**src/rtl/lcd_pkg.sv**
```systemverilog
// Shared definitions for the RGB-LCD timing controller.
//   - default timing for the 480x272 RGB565 panel
//   - line/frame total helper
//   - controller state encoding
package lcd_pkg;

    localparam int PCLK_DIV_DEF     = 4;
    localparam int H_SYNC_DEF       = 41;
    localparam int H_BACK_DEF       = 2;
    localparam int H_ACTIVE_DEF     = 480;
    localparam int H_FRONT_DEF      = 2;
    localparam int V_SYNC_DEF       = 10;
    localparam int V_BACK_DEF       = 2;
    localparam int V_ACTIVE_DEF     = 272;
    localparam int V_FRONT_DEF      = 2;
    localparam int PWRUP_FRAMES_DEF = 2;
    localparam int DATA_W_DEF       = 16;

    // Total period of one line (in pixels) or one frame (in lines).
    function automatic int line_total(input int sync, input int back,
                                      input int active, input int front);
        return sync + back + active + front;
    endfunction

    localparam int H_TOTAL_DEF = line_total(H_SYNC_DEF, H_BACK_DEF, H_ACTIVE_DEF, H_FRONT_DEF);
    localparam int V_TOTAL_DEF = line_total(V_SYNC_DEF, V_BACK_DEF, V_ACTIVE_DEF, V_FRONT_DEF);

    typedef enum logic [2:0] {
        IDLE   = 3'd0,
        PWR_ON = 3'd1,
        RUN    = 3'd2,
        DRAIN  = 3'd3,
        OFF    = 3'd4
    } lcd_state_t;

endpackage

```
**src/rtl/lcd_tick_gen.sv**
```systemverilog
// Pixel-rate tick generator for sys_clk-domain peripherals.
//   sys_clk   in   system clock
//   sys_rst   in   asynchronous active-low reset
//   tick      out  one-sys_clk strobe on the last cycle of each pixel period
//   lcd_pclk  out  registered pixel clock, low for the first half of the period
module lcd_tick_gen #(
    parameter int PCLK_DIV = 4
) (
    input  logic sys_clk,
    input  logic sys_rst,
    output logic tick,
    output logic lcd_pclk
);
    localparam int DIV_W = (PCLK_DIV > 1) ? $clog2(PCLK_DIV) : 1;
    localparam logic [DIV_W-1:0] DIV_LAST = DIV_W'(PCLK_DIV - 1);
    localparam logic [DIV_W-1:0] DIV_HALF = DIV_W'(PCLK_DIV / 2);

    logic [DIV_W-1:0] div;
    logic [DIV_W-1:0] div_nxt;

    assign tick    = (div == DIV_LAST);
    assign div_nxt = tick ? '0 : div + 1'b1;

    // pclk is registered from the next divider value so it tracks div exactly;
    // its rising edge lands mid-pixel, away from the data update on tick.
    always_ff @(posedge sys_clk or negedge sys_rst) begin
        if (!sys_rst) begin
            div      <= '0;
            lcd_pclk <= 1'b0;
        end else begin
            div      <= div_nxt;
            lcd_pclk <= (div_nxt >= DIV_HALF);
        end
    end

endmodule

```
**src/rtl/lcd_timing_ctrl.sv**
```systemverilog
// RGB-LCD timing generator and panel power sequencer (single sys_clk domain).
//   sys_clk/sys_rst      clock, asynchronous active-low reset
//   enable               1 = display on, 0 = orderly shutdown
//   pix_req/pix_x/pix_y  request for the pixel shown one pixel period later
//   pix_data             source pixel for the last request
//   lcd_*                panel pins (pclk, hs/vs active low, de, rgb, disp, bl)
//   frame_start          strobe when the position returns to (0,0)
//   busy                 controller not idle
//
// state  | meaning
// IDLE   | panel off, counters held at 0, syncs inactive
// PWR_ON | disp on, timing running, blank frames before backlight
// RUN    | backlight on, pixels requested and displayed
// DRAIN  | enable dropped, finishing the current frame with data
// OFF    | backlight off, one blank frame before disp goes low
module lcd_timing_ctrl
    import lcd_pkg::*;
#(
    parameter int PCLK_DIV     = PCLK_DIV_DEF,
    parameter int H_SYNC       = H_SYNC_DEF,
    parameter int H_BACK       = H_BACK_DEF,
    parameter int H_ACTIVE     = H_ACTIVE_DEF,
    parameter int H_FRONT      = H_FRONT_DEF,
    parameter int V_SYNC       = V_SYNC_DEF,
    parameter int V_BACK       = V_BACK_DEF,
    parameter int V_ACTIVE     = V_ACTIVE_DEF,
    parameter int V_FRONT      = V_FRONT_DEF,
    parameter int PWRUP_FRAMES = PWRUP_FRAMES_DEF,
    parameter int DATA_W       = DATA_W_DEF
) (
    input  logic              sys_clk,
    input  logic              sys_rst,
    input  logic              enable,
    output logic              pix_req,
    output logic [10:0]       pix_x,
    output logic [9:0]        pix_y,
    input  logic [DATA_W-1:0] pix_data,
    output logic              lcd_pclk,
    output logic              lcd_hs,
    output logic              lcd_vs,
    output logic              lcd_de,
    output logic [DATA_W-1:0] lcd_rgb,
    output logic              lcd_disp,
    output logic              lcd_bl,
    output logic              frame_start,
    output logic              busy
);
    localparam int H_TOTAL = line_total(H_SYNC, H_BACK, H_ACTIVE, H_FRONT);
    localparam int V_TOTAL = line_total(V_SYNC, V_BACK, V_ACTIVE, V_FRONT);

    localparam logic [10:0] H_LAST    = 11'(H_TOTAL - 1);
    localparam logic [10:0] H_SYNC_E  = 11'(H_SYNC);
    localparam logic [10:0] H_ACT_BEG = 11'(H_SYNC + H_BACK);
    localparam logic [10:0] H_ACT_END = 11'(H_SYNC + H_BACK + H_ACTIVE);
    localparam logic [9:0]  V_LAST    = 10'(V_TOTAL - 1);
    localparam logic [9:0]  V_SYNC_E  = 10'(V_SYNC);
    localparam logic [9:0]  V_ACT_BEG = 10'(V_SYNC + V_BACK);
    localparam logic [9:0]  V_ACT_END = 10'(V_SYNC + V_BACK + V_ACTIVE);
    localparam logic [7:0]  PWR_LOAD  = 8'(PWRUP_FRAMES - 1);

    function automatic logic is_active(input logic [10:0] h, input logic [9:0] v);
        return (h >= H_ACT_BEG) && (h < H_ACT_END) && (v >= V_ACT_BEG) && (v < V_ACT_END);
    endfunction

    logic       tick;
    lcd_state_t state, state_nxt;
    logic [10:0] h_cnt, h1, h2;
    logic [9:0]  v_cnt, v1, v2;
    logic [7:0]  pwr_left;
    logic        frame_end;
    logic        show;

    lcd_tick_gen #(.PCLK_DIV(PCLK_DIV)) u_tick (
        .sys_clk  (sys_clk),
        .sys_rst  (sys_rst),
        .tick     (tick),
        .lcd_pclk (lcd_pclk)
    );

    // h1/v1: position that becomes current on this tick.
    // h2/v2: the one after it, which is what gets requested (one pixel ahead).
    always_comb begin
        h1 = '0;
        v1 = '0;
        if (state != IDLE) begin
            if (h_cnt == H_LAST) begin
                v1 = (v_cnt == V_LAST) ? '0 : v_cnt + 1'b1;
            end else begin
                h1 = h_cnt + 1'b1;
                v1 = v_cnt;
            end
        end
        if (h1 == H_LAST) begin
            h2 = '0;
            v2 = (v1 == V_LAST) ? '0 : v1 + 1'b1;
        end else begin
            h2 = h1 + 1'b1;
            v2 = v1;
        end
    end

    assign frame_end = (state != IDLE) && (h_cnt == H_LAST) && (v_cnt == V_LAST);

    always_comb begin
        state_nxt = state;
        case (state)
            IDLE:    if (enable) state_nxt = PWR_ON;
            PWR_ON:  if (!enable) state_nxt = OFF;
                     else if (frame_end && (pwr_left == '0)) state_nxt = RUN;
            RUN:     if (!enable) state_nxt = DRAIN;
            DRAIN:   if (enable) state_nxt = RUN;
                     else if (frame_end) state_nxt = OFF;
            OFF:     if (frame_end) state_nxt = IDLE;
            default: state_nxt = IDLE;
        endcase
    end

    // DE and data are shown only with the backlight on; power-up frames stay blank.
    assign show = (state_nxt == RUN) || (state_nxt == DRAIN);

    always_ff @(posedge sys_clk or negedge sys_rst) begin
        if (!sys_rst) begin
            state       <= IDLE;
            h_cnt       <= '0;
            v_cnt       <= '0;
            pwr_left    <= '0;
            pix_req     <= 1'b0;
            pix_x       <= '0;
            pix_y       <= '0;
            lcd_hs      <= 1'b1;
            lcd_vs      <= 1'b1;
            lcd_de      <= 1'b0;
            lcd_rgb     <= '0;
            lcd_disp    <= 1'b0;
            lcd_bl      <= 1'b0;
            frame_start <= 1'b0;
            busy        <= 1'b0;
        end else begin
            pix_req     <= 1'b0;
            frame_start <= 1'b0;
            if (tick) begin
                state <= state_nxt;
                busy  <= (state_nxt != IDLE);
                if (state == IDLE)
                    pwr_left <= PWR_LOAD;
                else if ((state == PWR_ON) && frame_end)
                    pwr_left <= pwr_left - 1'b1;
                if (state_nxt == IDLE) begin
                    h_cnt <= '0;
                    v_cnt <= '0;
                end else begin
                    h_cnt <= h1;
                    v_cnt <= v1;
                end
                lcd_hs      <= (state_nxt == IDLE) || (h1 >= H_SYNC_E);
                lcd_vs      <= (state_nxt == IDLE) || (v1 >= V_SYNC_E);
                lcd_disp    <= (state_nxt != IDLE);
                lcd_bl      <= show;
                lcd_de      <= show && is_active(h1, v1);
                lcd_rgb     <= (show && is_active(h1, v1)) ? pix_data : '0;
                frame_start <= (state_nxt != IDLE) && (h1 == '0) && (v1 == '0);
                if (show && is_active(h2, v2)) begin
                    pix_req <= 1'b1;
                    pix_x   <= h2 - H_ACT_BEG;
                    pix_y   <= v2 - V_ACT_BEG;
                end
            end
        end
    end

endmodule

```
**config.mk**
```make
export PLATFORM = sky130hd
export DESIGN_NAME = lcd_timing_ctrl
export DESIGN_NICKNAME = d
export VERILOG_FILES = /design/src/rtl/lcd_pkg.sv /design/src/rtl/lcd_tick_gen.sv /design/src/rtl/lcd_timing_ctrl.sv
export SDC_FILE = /design/constraint.sdc
export NUM_CORES = 1
export LEC_CHECK = 0
export ABC_AREA = 1
export ABC_CLOCK_PERIOD_IN_PS = 5400
export BUFFER_PORTS_ARGS = -buffer_cell sky130_fd_sc_hd__buf_4
export CAP_MARGIN = 15
export CORE_MARGIN = 4
export CORE_UTILIZATION = 56
export CTS_BUF_LIST = sky130_fd_sc_hd__clkbuf_4
export CTS_CLUSTER_SIZE = 12
export DETAILED_ROUTE_END_ITERATION = 10
export PLACE_DENSITY = 0.77
export SETUP_SLACK_MARGIN = 0.5
export SLEW_MARGIN = 20
export SYNTH_ARGS = -nofsm -noshare
export SYNTH_HDL_FRONTEND = slang
export SYNTH_SLANG_ARGS = --single-unit
```
**constraint.sdc**
```tcl
create_clock -name sys_clk -period 5.4 [get_ports sys_clk]
set_input_delay 0 -clock sys_clk [delete_from_list [all_inputs] [get_ports sys_clk]]
set_output_delay 0 -clock sys_clk [all_outputs]
set_load 0.02 [all_outputs]
```
==> reports/results.ini <==
[routing]
antenna_left=0
num_vias=5713
first_pass_iters=5
routed_via_density=5.536
first_iter_violations=511
remaining_drc_errors=0
drt_wl_total_mm=15.29
wire_per_inst_um=14.82

[clock_network]
clock_latency_ps=450
htree_levels=3
path_clk_slew_ps=140
cts-resized-gates=0
clockBufferDepth=2
cts-root-buf=clkbuf_4
cts_buffers=9
cts_tree=built
clock-sinks=78

[logic_synthesis]
ys.flop_type=dfrtp_1
ys_top_cells_by_area=dfrtp_1 33%, nand2_1 17%, nand3_1 7.7%
synth.avg_cell_area_um2=6.907
synth.most_common_cell=nand2_1
synth_cell_type_count=43
syn-num-nets=856
async_flop_share_pct=100.0
yosys_warnings=0
yosys-top-cells-count=261 x nand2_1, 87 x nand3_1, 79 x inv_1
synth_area_um2=5678
synth-edff-count=0
ys_seq_area_share_pct=34.42
yosys_register_bits=78
netlist.area_leader.share_pct=33.49
synth_top_area_cell=dfrtp_1
syn_inst=822

[global_route]
grt_pass1_wl_mm=25.39
grt-ovfl-total=0
grt_max_degree=79
first_global_vias=5325
grt.total_usage_pct=26.74
antenna_found_initial=0

[status]
outcome=completed

[sta]
setup_tns_ps=0
slew_headroom_pct=28.95
hold_ws_ps=36.75
min_period_over_period_pct=79.88
rsz0062_at_grt=false
fmax_mhz=231.8
clock_skew_ps=17.60
setup_ws_ps=1087
final-max-slew-violation-count=0
setup_viol=0
hold_viol_final=0
worst_pin_slew_ps=1060
min_period_ps=4313

[pwr]
power.density_nw_per_um2=239.4
ir_drop_mv=0.2370
power.total_w=0.001566
power_leakage_nw=3.481

[layout]
drive_above_1_share_pct=17.58
regArea_um2=1954
fin_nets=928
syn_to_final_growth_pct=15.23
multiInputGateArea_um2=3239
fillerInstances=912
final_cell_area_um2=6543
n_antenna_cell=0

[floorplan]
die_h_um=108.7
die_x_um=108.7
core_um2=9819
ios=65
dieArea_um2=11810
start_util_pct=57.82
rows=36

[setup_path]
criticalPathCategory=reg -> reg
cp_data_arrival_time_ps=4710
cp_num_cells=26
start_kind=register
crit_required_ps=5800
end_kind=register
r2r_slack_ps=1090
path_delay_family=simple AND/OR/NAND/NOR gates
r2r_end=pix_x[10]$_DFFE_PN0P_
rr_startpoint=h_cnt[0]$_DFFE_PN0P_
crit_start=h_cnt[0]$_DFFE_PN0P_
slowest_delay_ps=470
crit_fanout=22
cp-endpoint=pix_x[10]$_DFFE_PN0P_
crit_buf_inv=5
cpMaxStageDelayCell=nor2_4
r2r_cells=26
cpMostUsedCell=nand2_1

[min_path]
hold_path_class=in -> reg

[placement]
dp_hpwl_mm=10.98
gp_routability_congestion=0.9408
pre_cts_ws_ps=1211
portBuffers=64
dpl-instance-area_um2=6203

[job]
maxCapViolCount=0

## flip-flops by register name, indices dropped and copies added (netlist names), 2 cells and up
signal / flops
h_cnt: 11
lcd_rgb: 16
pix_x: 11
pix_y: 10
pwr_left: 8
state: 3
u_tick.div: 2
v_cnt: 10
## cells in the final DEF, fill, tap and decap left out, drive strengths merged, types with 9 or more instances in the layout
master       instances
a21oi               11
buf                 66
clkbuf               9
dfrtp               76
dlygate4sd3         17
ha                  15
inv                 92
nand2              272
nand3              105
nand4               18
nor2               104
nor3                12
o21ai               38
o22ai               24
xor2                12
## report_power, final
group	internal [W]	switching, W	total [W]
Combinational	0.000157	0.000316	0.000473
Clock	0.000189	0.000226	0.000415
Sequential	0.000636	0.0000425	0.000678
Total	0.000982	0.000584	0.00157
## cell type report
| cell class | count | area share [%] |
|---|---|---|
| clock inverters | 7 | 1.492 |
| flip-flops and latches | 78 | 29.87 |
| well taps | 133 | 2.544 |
| clock buffers | 9 | 1.033 |
| repair buffers | 83 | 10.23 |
| inverters | 92 | 5.317 |
| multi-input cells | 630 | 49.51 |
## stage by stage
stage,std cells,util [%]
floorplan,822,-
global placement,999,63.18
detailed placement,999,63.18
CTS,1032,66.59
global route,1032,66.63
finish,1032,66.63
## routing by layer
layer,up-vias,GRT usage (%),share of wire (%)
met1,2650,36.06,44
met4,0,12.44,3.3
met2,209,42.54,47
met3,37,3.908,6.1
li1,2817,-,-
met5,-,0,0
## logic make-up after synthesis
| group | share of synthesized area (%) |
|---|---|
| buffers and inverters | 8.528 |
| AO/OA/AOI/OAI | 8.242 |
| XOR/XNOR | 2.314 |
| AND/OR/NAND/NOR | 43.19 |
| adder cells (fa/ha/maj) | 3.305 |
| flip-flops | 34.42 |
## worst min-delay path, cell delays in order
cell     delay, ps
buf_4           90
nand2_1         60
nand2_1         60
a31oi_1         90
o21ai_0        160
## what timing repair did
item | 4_1_cts | 5_1_grt
endpoints found under the hold margin | 92 | 0
setup buffers | 0 | 0
setup endpoints to repair | 0 | 0
hold buffers | 17 | 0
## worst min-delay path by stage
stage,startpoint,to,cells past startpoint
after floorplan,sys_rst,busy$_DFFE_PN0P_,0
after global placement,pix_data[8],lcd_rgb[8]$_DFFE_PN0P_,3
after detailed placement,pix_data[6],lcd_rgb[6]$_DFFE_PN0P_,3
after CTS,enable,state[0]$_DFFE_PN0P_,5
after global routing,enable,state[0]$_DFFE_PN0P_,5
final,enable,state[0]$_DFFE_PN0P_,5
(Power assumes the default switching activity.)
